$ cat config.mk
export PLATFORM = sky130hd
export DESIGN_NAME = lcd_text_ctrl
export DESIGN_NICKNAME = d
export VERILOG_FILES = /design/src/rtl/lcd_text_ctrl.sv
export SDC_FILE = /design/constraint.sdc
export NUM_CORES = 1
export LEC_CHECK = 0
export ABC_AREA = 1
export CAP_MARGIN = 20
export CORE_AREA = 2 2 84 86
export CTS_BUF_LIST = sky130_fd_sc_hd__clkbuf_8
export DETAILED_ROUTE_END_ITERATION = 12
export DIE_AREA = 0 0 86 88
export MAX_ROUTING_LAYER = met4
export PLACE_DENSITY_LB_ADDON = 0.12
export SYNTH_ARGS = -nofsm -noshare
export SYNTH_HDL_FRONTEND = slang
export SYNTH_SLANG_ARGS = --single-unit
$ cat constraint.sdc
create_clock -name clk_i -period 2.8 [get_ports clk_i]
set_input_delay 0.84 -clock clk_i [delete_from_list [all_inputs] [get_ports clk_i]]
set_output_delay 0.84 -clock clk_i [all_outputs]
set_load 0.01 [all_outputs]
$ cat src/rtl/lcd_text_ctrl.sv
// HD44780 text front end: power-up wait, init commands, then ASCII stream to {rs,data} words.
// Optional macro LCD_TEXT_AUTOWRAP_EN wraps to the next row at end of line instead of saturating.
module lcd_text_ctrl #(
  parameter int unsigned COLS           = 16,
  parameter int unsigned ROWS           = 2,
  parameter int unsigned POWERUP_CYCLES = 1500000
) (
  input  logic                                       clk_i,
  input  logic                                       rst_i,
  input  logic [7:0]                                 char_i,
  input  logic                                       char_valid_i,
  output logic                                       char_ready_o,
  output logic [8:0]                                 lcd_data_o,
  output logic                                       lcd_valid_o,
  input  logic                                       lcd_ready_i,
  output logic                                       init_done_o,
  output logic [$clog2(COLS)-1:0]                    col_o,
  output logic [((ROWS > 1) ? $clog2(ROWS) : 1)-1:0] row_o
);
  localparam int unsigned CW = $clog2(COLS);
  localparam int unsigned RW = (ROWS > 1) ? $clog2(ROWS) : 1;
  localparam int unsigned PW = (POWERUP_CYCLES > 1) ? $clog2(POWERUP_CYCLES) : 1;
  localparam logic [PW-1:0] PWR_TERM = PW'(POWERUP_CYCLES - 1);
  localparam logic [CW-1:0] COL_LAST = CW'(COLS - 1);

  typedef enum logic [2:0] {
    S_PWRUP, S_INIT, S_IDLE, S_EMIT_CHAR, S_EMIT_ADDR, S_EMIT_CLR
  } state_t;

  state_t        r_state, w_state;
  logic [PW-1:0] r_cnt, w_cnt;
  logic [1:0]    r_idx, w_idx;
  logic [8:0]    r_data, w_data;
  logic          r_valid, w_valid;
  logic          r_ready, w_ready;
  logic          r_done, w_done;
  logic [CW-1:0] r_col, w_col;
  logic [RW-1:0] r_row, w_row;
  logic [RW-1:0] r_nrow, w_nrow;
  logic          r_sat, w_sat;
  logic          w_hs;
  logic          w_printable;
  logic [RW-1:0] w_row_inc;

  function automatic logic [8:0] init_word(input logic [1:0] idx);
    case (idx)
      2'd0:    init_word = 9'h038;
      2'd1:    init_word = 9'h00C;
      2'd2:    init_word = 9'h001;
      default: init_word = 9'h006;
    endcase
  endfunction

  // Set-DDRAM-address command for the start of a row
  function automatic logic [8:0] addr_word(input logic [RW-1:0] row);
    int unsigned r;
    r = 32'(row);
    addr_word = {1'b0, 8'h80 | 8'((((r & 1) != 0) ? 64 : 0) + (((r & 2) != 0) ? COLS : 0))};
  endfunction

  assign w_hs        = r_valid & lcd_ready_i;
  assign w_printable = (char_i >= 8'h20) && (char_i <= 8'h7E);
  assign w_row_inc   = (ROWS > 1) ? RW'(r_row + RW'(1)) : '0;

  always_ff @(posedge clk_i) begin
    if (rst_i) begin
      r_state <= S_PWRUP;
      r_cnt   <= '0;
      r_idx   <= '0;
      r_data  <= '0;
      r_valid <= 1'b0;
      r_ready <= 1'b0;
      r_done  <= 1'b0;
      r_col   <= '0;
      r_row   <= '0;
      r_nrow  <= '0;
      r_sat   <= 1'b0;
    end else begin
      r_state <= w_state;
      r_cnt   <= w_cnt;
      r_idx   <= w_idx;
      r_data  <= w_data;
      r_valid <= w_valid;
      r_ready <= w_ready;
      r_done  <= w_done;
      r_col   <= w_col;
      r_row   <= w_row;
      r_nrow  <= w_nrow;
      r_sat   <= w_sat;
    end
  end

  always_comb begin
    w_state = r_state;
    w_cnt   = r_cnt;
    w_idx   = r_idx;
    w_data  = r_data;
    w_valid = r_valid;
    w_ready = r_ready;
    w_done  = r_done;
    w_col   = r_col;
    w_row   = r_row;
    w_nrow  = r_nrow;
    w_sat   = r_sat;
    case (r_state)
      S_PWRUP: begin
        if (r_cnt == PWR_TERM) begin
          w_cnt   = '0;
          w_state = S_INIT;
        end else begin
          w_cnt = r_cnt + PW'(1);
        end
      end
      // First cycle in INIT loads word 0; afterwards each handshake loads the next
      S_INIT: begin
        if (!r_valid) begin
          w_valid = 1'b1;
          w_data  = init_word(r_idx);
        end else if (lcd_ready_i) begin
          if (r_idx == 2'd3) begin
            w_valid = 1'b0;
            w_done  = 1'b1;
            w_ready = 1'b1;
            w_state = S_IDLE;
          end else begin
            w_idx  = r_idx + 2'd1;
            w_data = init_word(r_idx + 2'd1);
          end
        end
      end
      S_IDLE: begin
        if (char_valid_i && r_ready) begin
          if (w_printable && !r_sat) begin
            w_ready = 1'b0;
            w_valid = 1'b1;
            w_data  = {1'b1, char_i};
            w_state = S_EMIT_CHAR;
          end else if (char_i == 8'h0A) begin
            w_ready = 1'b0;
            w_valid = 1'b1;
            w_nrow  = w_row_inc;
            w_data  = addr_word(w_row_inc);
            w_state = S_EMIT_ADDR;
          end else if (char_i == 8'h0C) begin
            w_ready = 1'b0;
            w_valid = 1'b1;
            w_data  = 9'h001;
            w_state = S_EMIT_CLR;
          end
        end
      end
      S_EMIT_CHAR: begin
        if (w_hs) begin
          if (r_col == COL_LAST) begin
`ifdef LCD_TEXT_AUTOWRAP_EN
            w_col   = '0;
            w_row   = w_row_inc;
            w_nrow  = w_row_inc;
            w_data  = addr_word(w_row_inc);
            w_state = S_EMIT_ADDR;
`else
            // Column register stays on the last cell; r_sat marks the line as full
            w_sat   = 1'b1;
            w_valid = 1'b0;
            w_ready = 1'b1;
            w_state = S_IDLE;
`endif
          end else begin
            w_col   = r_col + CW'(1);
            w_valid = 1'b0;
            w_ready = 1'b1;
            w_state = S_IDLE;
          end
        end
      end
      S_EMIT_ADDR: begin
        if (w_hs) begin
          w_col   = '0;
          w_row   = r_nrow;
          w_sat   = 1'b0;
          w_valid = 1'b0;
          w_ready = 1'b1;
          w_state = S_IDLE;
        end
      end
      S_EMIT_CLR: begin
        if (w_hs) begin
          w_col   = '0;
          w_row   = '0;
          w_sat   = 1'b0;
          w_valid = 1'b0;
          w_ready = 1'b1;
          w_state = S_IDLE;
        end
      end
      default: w_state = S_PWRUP;
    endcase
  end

  assign char_ready_o = r_ready;
  assign lcd_data_o   = r_data;
  assign lcd_valid_o  = r_valid;
  assign init_done_o  = r_done;
  assign col_o        = r_col;
  assign row_o        = r_row;

endmodule

==> reports/qor.tcl, run 1 <==
set qor(ant_nets) 0
set qor(ios) 29
set qor(gr-usage-met1_pct) 23.4
set qor(detail_route.iter0.violations) 101
set qor(tightest_slew_ps) 376
set qor(synth_nets) 429
set qor(layout.nets) 463
set qor(clock_latency_on_the_worst_skew_pair_ps) 310
set qor(totalWireLength_um) 6350
set qor(cts_tree) {built}
set qor(first_pass_iters) 4
set qor(ctsHoldBuffers) 0
set qor(critPathCaptureType) {output pin}
set qor(finalWeightedCongestion) 0.960
set qor(ys_seq_area_share_pct) 34.6
set qor(final_layout_size_suffix_gt1_share_pct) 5.84
set qor(fin_setup_tns_ps) 0
set qor(core_sq_mm) 0.00664
set qor(synth.largest_area_cell) {sky130_fd_sc_hd__dfxtp_1}
set qor(timing_hold_violations_final) 0
set qor(wire_length_of_the_first_global_routing_pass_um) 10600
set qor(htree_num_levels) 2
set qor(drt-vias-per-instance) 4.91
set qor(synthesis.area_per_instance_sq_um) 6.35
set qor(post_synth_design_cell_area_sq_mm) 0.00260
set qor(ctsRootBufferMaster) {sky130_fd_sc_hd__clkbuf_8}
set qor(worst_setup_path_start_kind) {flop}
set qor(yosysMostFrequentCell) {sky130_fd_sc_hd__nand2_1}
set qor(clk_transition_reported_paths_ps) 90
set qor(max-clock-path-buffers) 2
set qor(critical_path_class) {reg2out}
set qor(min_period_ps) 2130
set qor(grt_pass1_vias) 2366
set qor(grt_start_max_net_pins) 17
set qor(min_delay_path_class) {reg2reg}
set qor(post_synthesis_sequential_element_count) 45
set qor(cellPowerDensity_mw_per_mm2) 737
set qor(antenna_found_initial) 0
set qor(synth-async-reset-ratio_pct) 0
set qor(synthesis.instances) 410
set qor(die_w_um) 86
set qor(netlist_top_cells_count) {sky130_fd_sc_hd__nand2_1, sky130_fd_sc_hd__nor2_1, sky130_fd_sc_hd__inv_1}
set qor(cap_viol_max_count) 0
set qor(top_cell_family_by_delay_on_the_critical_path) {buffers and inverters}
set qor(antenna_diode_count) 0
set qor(grtUsageTotal_pct) 18.2
set qor(detailed_place_hpwl_um) 4820
set qor(worstPathBufferInverterCount) 1
set qor(floorplan.initialDensity_pct) 39.2
set qor(timing.final.setup_violations) 0
set qor(grt.overflow.total) 0
set qor(total_leakage_power_nw) 1.29
set qor(outcome) {finished, final reports clean}
set qor(grt.met2_usage_pct) 28.7
set qor(arrival_time_of_data_at_the_critical_path_endpoint_ps) 1290
set qor(critical_path_s_slowest_cell) {sky130_fd_sc_hd__clkdlybuf4s50_1}
set qor(synth-main-ff-cell) {sky130_fd_sc_hd__dfxtp_1}
set qor(postCtsSetupBuffers) 0
set qor(final_worst_path_cycle_share_pct) 76.2
set qor(global_route.usage.met3_pct) 3.30
set qor(die_height_um) 88
set qor(setup_repair_after_global_routing_missed_its_margin) {false}
set qor(final.setup_skew_ps) 5.19
set qor(synth_top_area_share_pct) 34.6
set qor(report.final.slew_viol_count) 0
set qor(fin_total_pwr_mw) 2.28
set qor(synth-warning-count) 0
set qor(area_growth_syn_to_layout_pct) 18.7
set qor(tritoncts.num_buffers) 5
set qor(slowest_delay_ps) 570
set qor(design.die.area_sq_mm) 0.00757
set qor(synth_cell_type_count) 32
set qor(wl_per_cell_um) 12.1
set qor(synth_enable_flop_cells) 0
set qor(detailroute.via_count) 2578
set qor(placementRows) 30
set qor(cp_data_required_time_ps) 1960
set qor(crit_path_max_fanout) 6
set qor(globalRoute.busiestLayer) {met2}
set qor(drc_errors) 0
set qor(filler_cell_count) 711
set qor(synth.area.top_cells) {sky130_fd_sc_hd__dfxtp_1, sky130_fd_sc_hd__nand2_1, sky130_fd_sc_hd__nor2_1}
set qor(placement.io_buffers) 28
set qor(cts_repair_resize_count) 0
set qor(clkSinkCount) 45
set qor(max_freq_mhz) 469
set qor(slew_headroom_pct) 74.8
set qor(critical_path.cell_chain) {clkdlybuf4s50_1}
set qor(peakVddDrop_uv) 303
[worst paths after layout]
kind | startpoint | to | slack (ps) | depth (start not counted)
hold / removal | lcd_data_o[6] | lcd_data_o[6] | 480 | 2
setup / recovery | lcd_valid_o | lcd_valid_o | 670 | 1
setup reg to reg | r_state[2] | r_cnt[9] | 900 | 8
hold reg to reg | lcd_data_o[6] | lcd_data_o[6] | 480 | 2
[cell usage in the layout, fill, tap and decap left out, types with 2 or more instances in the layout]
cell	n
sky130_fd_sc_hd__inv_4	2
sky130_fd_sc_hd__nor2_4	3
sky130_fd_sc_hd__inv_1	53
sky130_fd_sc_hd__xor2_1	4
sky130_fd_sc_hd__dfxtp_1	45
sky130_fd_sc_hd__nor3b_1	3
sky130_fd_sc_hd__nand2_1	103
sky130_fd_sc_hd__clkbuf_8	5
sky130_fd_sc_hd__nand3_1	26
sky130_fd_sc_hd__buf_4	2
sky130_fd_sc_hd__o21ai_0	24
sky130_fd_sc_hd__nor3_1	9
sky130_fd_sc_hd__xnor2_1	2
sky130_fd_sc_hd__nand2_2	6
sky130_fd_sc_hd__a31oi_1	3
sky130_fd_sc_hd__ha_1	7
sky130_fd_sc_hd__a21oi_1	20
sky130_fd_sc_hd__nor2_1	83
sky130_fd_sc_hd__nand4_1	2
sky130_fd_sc_hd__clkdlybuf4s50_1	28
[cells by family after synthesis]
family                     Yosys count  share of synthesized area [%]
and+or+nand+nor                    242                           40.4
buffers and inverters               58                           8.85
AOI/OAI and AO/OA                   52                           10.7
DFF                                 45                           34.6
adders and majority gates            7                           3.37
xor gates and xnor gates             6                           2.02
[metal layers]
metal  up-vias  wire (um)
li1       1367          -
met1      1151       3180
met2        52       2790
met3         8        294
met4         0         84
met5         -          0
[flip-flops by register name, summed over array words and instances, names as in the netlist]
| signal | flops |
|---|---|
| r_cnt | 21 |
| r_nrow | 1 |
| r_idx | 2 |
| r_sat | 1 |
| char_ready_o | 1 |
| init_done_o | 1 |
| r_state | 3 |
| row_o | 1 |
| lcd_data_o | 9 |
| col_o | 4 |
| lcd_valid_o | 1 |
[metrics by stage]
stage	instances	setup WS (ps)	instance area [sq um]	hold slack [ps]	utilization, %
global route	525	524	3090	509	46.5
finish	525	666	3090	481	46.5
floorplan	410	1030	2600	444	-
global placement	517	349	2980	463	44.8
CTS	525	660	3090	484	46.5
detailed placement	517	369	2980	469	44.8
[report_power, final]
part / total, mW / switching [mW] / internal, mW
Clock: 0.507 / 0.243 / 0.265
Sequential: 0.815 / 0.0822 / 0.733
Combinational: 0.956 / 0.611 / 0.344
[cell type report]
type                            count  area, sq um  share of cell area, %
Clock buffer                        5         68.8                   2.23
Clock inverter                      3         42.5                   1.38
Inverter                           55          211                   6.84
Multi-Input combinational cell    307         1470                   47.6
Sequential cell                    45          901                   29.1
Tap cell                           80          100                   3.24
Timing Repair Buffer               30          295                   9.55
No activity file was read; power rests on OpenSTA's default activity.
==> inputs of run 2 (changes only) <==
==> constraint.sdc (replaced) <==
create_clock -name clk_i -period 1.7 [get_ports clk_i]
set_input_delay 0.51 -clock clk_i [delete_from_list [all_inputs] [get_ports clk_i]]
set_output_delay 0.51 -clock clk_i [all_outputs]
set_load 0.01 [all_outputs]
==> reports/qor.tcl, run 2 (synthesized netlist as in run 1, its figures left out) <==
set qor(finalWeightedCongestion) 0.903
set qor(detailroute.via_count) 2682
set qor(grt.overflow.total) 0
set qor(fin_setup_tns_ps) 0
set qor(grt_pass1_vias) 2408
set qor(timing.final.setup_violations) 0
set qor(timing_hold_violations_final) 0
set qor(tightest_slew_ps) 310
set qor(clock_latency_on_the_worst_skew_pair_ps) 310
set qor(largest_register) {r_cnt}
set qor(area_growth_syn_to_layout_pct) 30.5
set qor(clkSinkCount) 45
set qor(final.setup_skew_ps) 7.82
set qor(final_cell_mix) {sky130_fd_sc_hd__nand2_1, sky130_fd_sc_hd__nor2_1, sky130_fd_sc_hd__inv_1}
set qor(ios) 29
set qor(min_delay_path_class) {reg2reg}
set qor(globalRoute.busiestLayer) {met2}
set qor(die_height_um) 88
set qor(max_freq_mhz) 637
set qor(core_sq_mm) 0.00664
set qor(placementRows) 30
set qor(totalWireLength_um) 6570
set qor(cts_tree) {built}
set qor(design.die.area_sq_mm) 0.00757
set qor(arrival_time_of_data_at_the_critical_path_endpoint_ps) 1780
set qor(ant_nets) 0
set qor(final_layout_size_suffix_gt1_share_pct) 18.8
set qor(critical_path_class) {reg2reg}
set qor(htree_num_levels) 2
set qor(global_route.usage.met3_pct) 2.92
set qor(detailed_place_hpwl_um) 4970
set qor(floorplan.initialDensity_pct) 39.2
set qor(grtUsageTotal_pct) 18.7
set qor(ctsHoldBuffers) 0
set qor(most_common_cell_after_layout_fill_and_taps_aside) {sky130_fd_sc_hd__nand2_1}
set qor(largest_register_ff_count) 21
set qor(placement.io_buffers) 28
set qor(gr-usage-met1_pct) 26.0
set qor(detail_route.iter0.violations) 111
set qor(cap_viol_max_count) 0
set qor(clk_transition_reported_paths_ps) 90
set qor(wire_length_of_the_first_global_routing_pass_um) 10900
set qor(total_leakage_power_nw) 1.58
set qor(grt.met2_usage_pct) 28.3
set qor(critPathCaptureType) {flop}
set qor(max-clock-path-buffers) 2
set qor(first_pass_iters) 4
set qor(report.final.slew_viol_count) 0
set qor(final_worst_path_cycle_share_pct) 92.3
set qor(slew_headroom_pct) 79.1
set qor(grt_start_max_net_pins) 17
set qor(min_period_ps) 1570
set qor(peakVddDrop_uv) 582
set qor(die_w_um) 86
set qor(cellPowerDensity_mw_per_mm2) 1160
set qor(ctsRootBufferMaster) {sky130_fd_sc_hd__clkbuf_8}
set qor(tritoncts.num_buffers) 5
set qor(crit_path_max_fanout) 4
set qor(drt-vias-per-instance) 4.84
set qor(layout.nets) 492
set qor(worst_hold_slack_ps) 477
set qor(cp_data_required_time_ps) 1910
set qor(setup_repair_after_global_routing_missed_its_margin) {true}
set qor(antenna_diode_count) 0
set qor(wl_per_cell_um) 11.9
set qor(outcome) {finished, final reports clean}
set qor(antenna_found_initial) 0
set qor(drc_errors) 0
set qor(worst_setup_path_start_kind) {flop}
-- run 2: where the power goes --
group          total [mW]  internal (mW)  switching, mW
Sequential           1.34           1.22          0.124
Clock               0.719          0.298          0.421
Combinational        1.87          0.698           1.17
-- run 2: metal layers --
layer,wire [um],vias to the layer above
li1,-,1427
met1,3330,1189
met2,2870,59
met3,298,7
met4,68,0
met5,0,-
-- run 2: path summary, 6_finish.rpt --
kind         depth (start not counted)           to  slack, ps         from
max reg2reg                         10   r_state[1]        130     r_cnt[1]
min reg2reg                          2  init_done_o        480  init_done_o
min                                  2  init_done_o        480  init_done_o
max                                 10   r_state[1]        130     r_cnt[1]
-- run 2: timing repair --
action / in CTS / in global routing
gates cloned: 0 / 1
pin swaps: 3 / 14
resized for setup: 33 / 37
buffers inserted: 0 / 1
setup endpoints to repair: 29 / 22
-- run 2: cell type report --
| class | instances | area [sq um] |
|---|---|---|
| flip-flops and latches | 45 | 908 |
| clock inverters | 3 | 25.0 |
| inverters | 55 | 211 |
| well taps | 80 | 100 |
| fillers | 671 | 3250 |
| clock buffers | 5 | 68.8 |
| repair buffers | 58 | 504 |
| multi-input cells | 308 | 1580 |
-- run 2: per-stage QoR --
step	cell area [sq um]	utilization [%]	setup WS, ps	instances	total power [mW]
CTS	3280	49.4	2.42	552	3.78
global placement	3180	47.9	-391	544	3.10
finish	3400	51.1	131	554	3.92
detailed placement	3180	47.9	-419	544	3.10
floorplan	2600	-	256	410	2.46
global route	3400	51.1	-17.3	554	4.24
-- run 2: worst max-delay path, stage by stage (launching register included) --
cell	delay, ps
sky130_fd_sc_hd__dfxtp_2	350
sky130_fd_sc_hd__ha_1	160
sky130_fd_sc_hd__nand2_1	90
sky130_fd_sc_hd__inv_1	90
sky130_fd_sc_hd__nand2_2	80
sky130_fd_sc_hd__nor2_1	130
sky130_fd_sc_hd__nand3_1	110
sky130_fd_sc_hd__nand2_1	200
sky130_fd_sc_hd__nand3_4	120
sky130_fd_sc_hd__nor2_1	110
sky130_fd_sc_hd__nor2_1	50
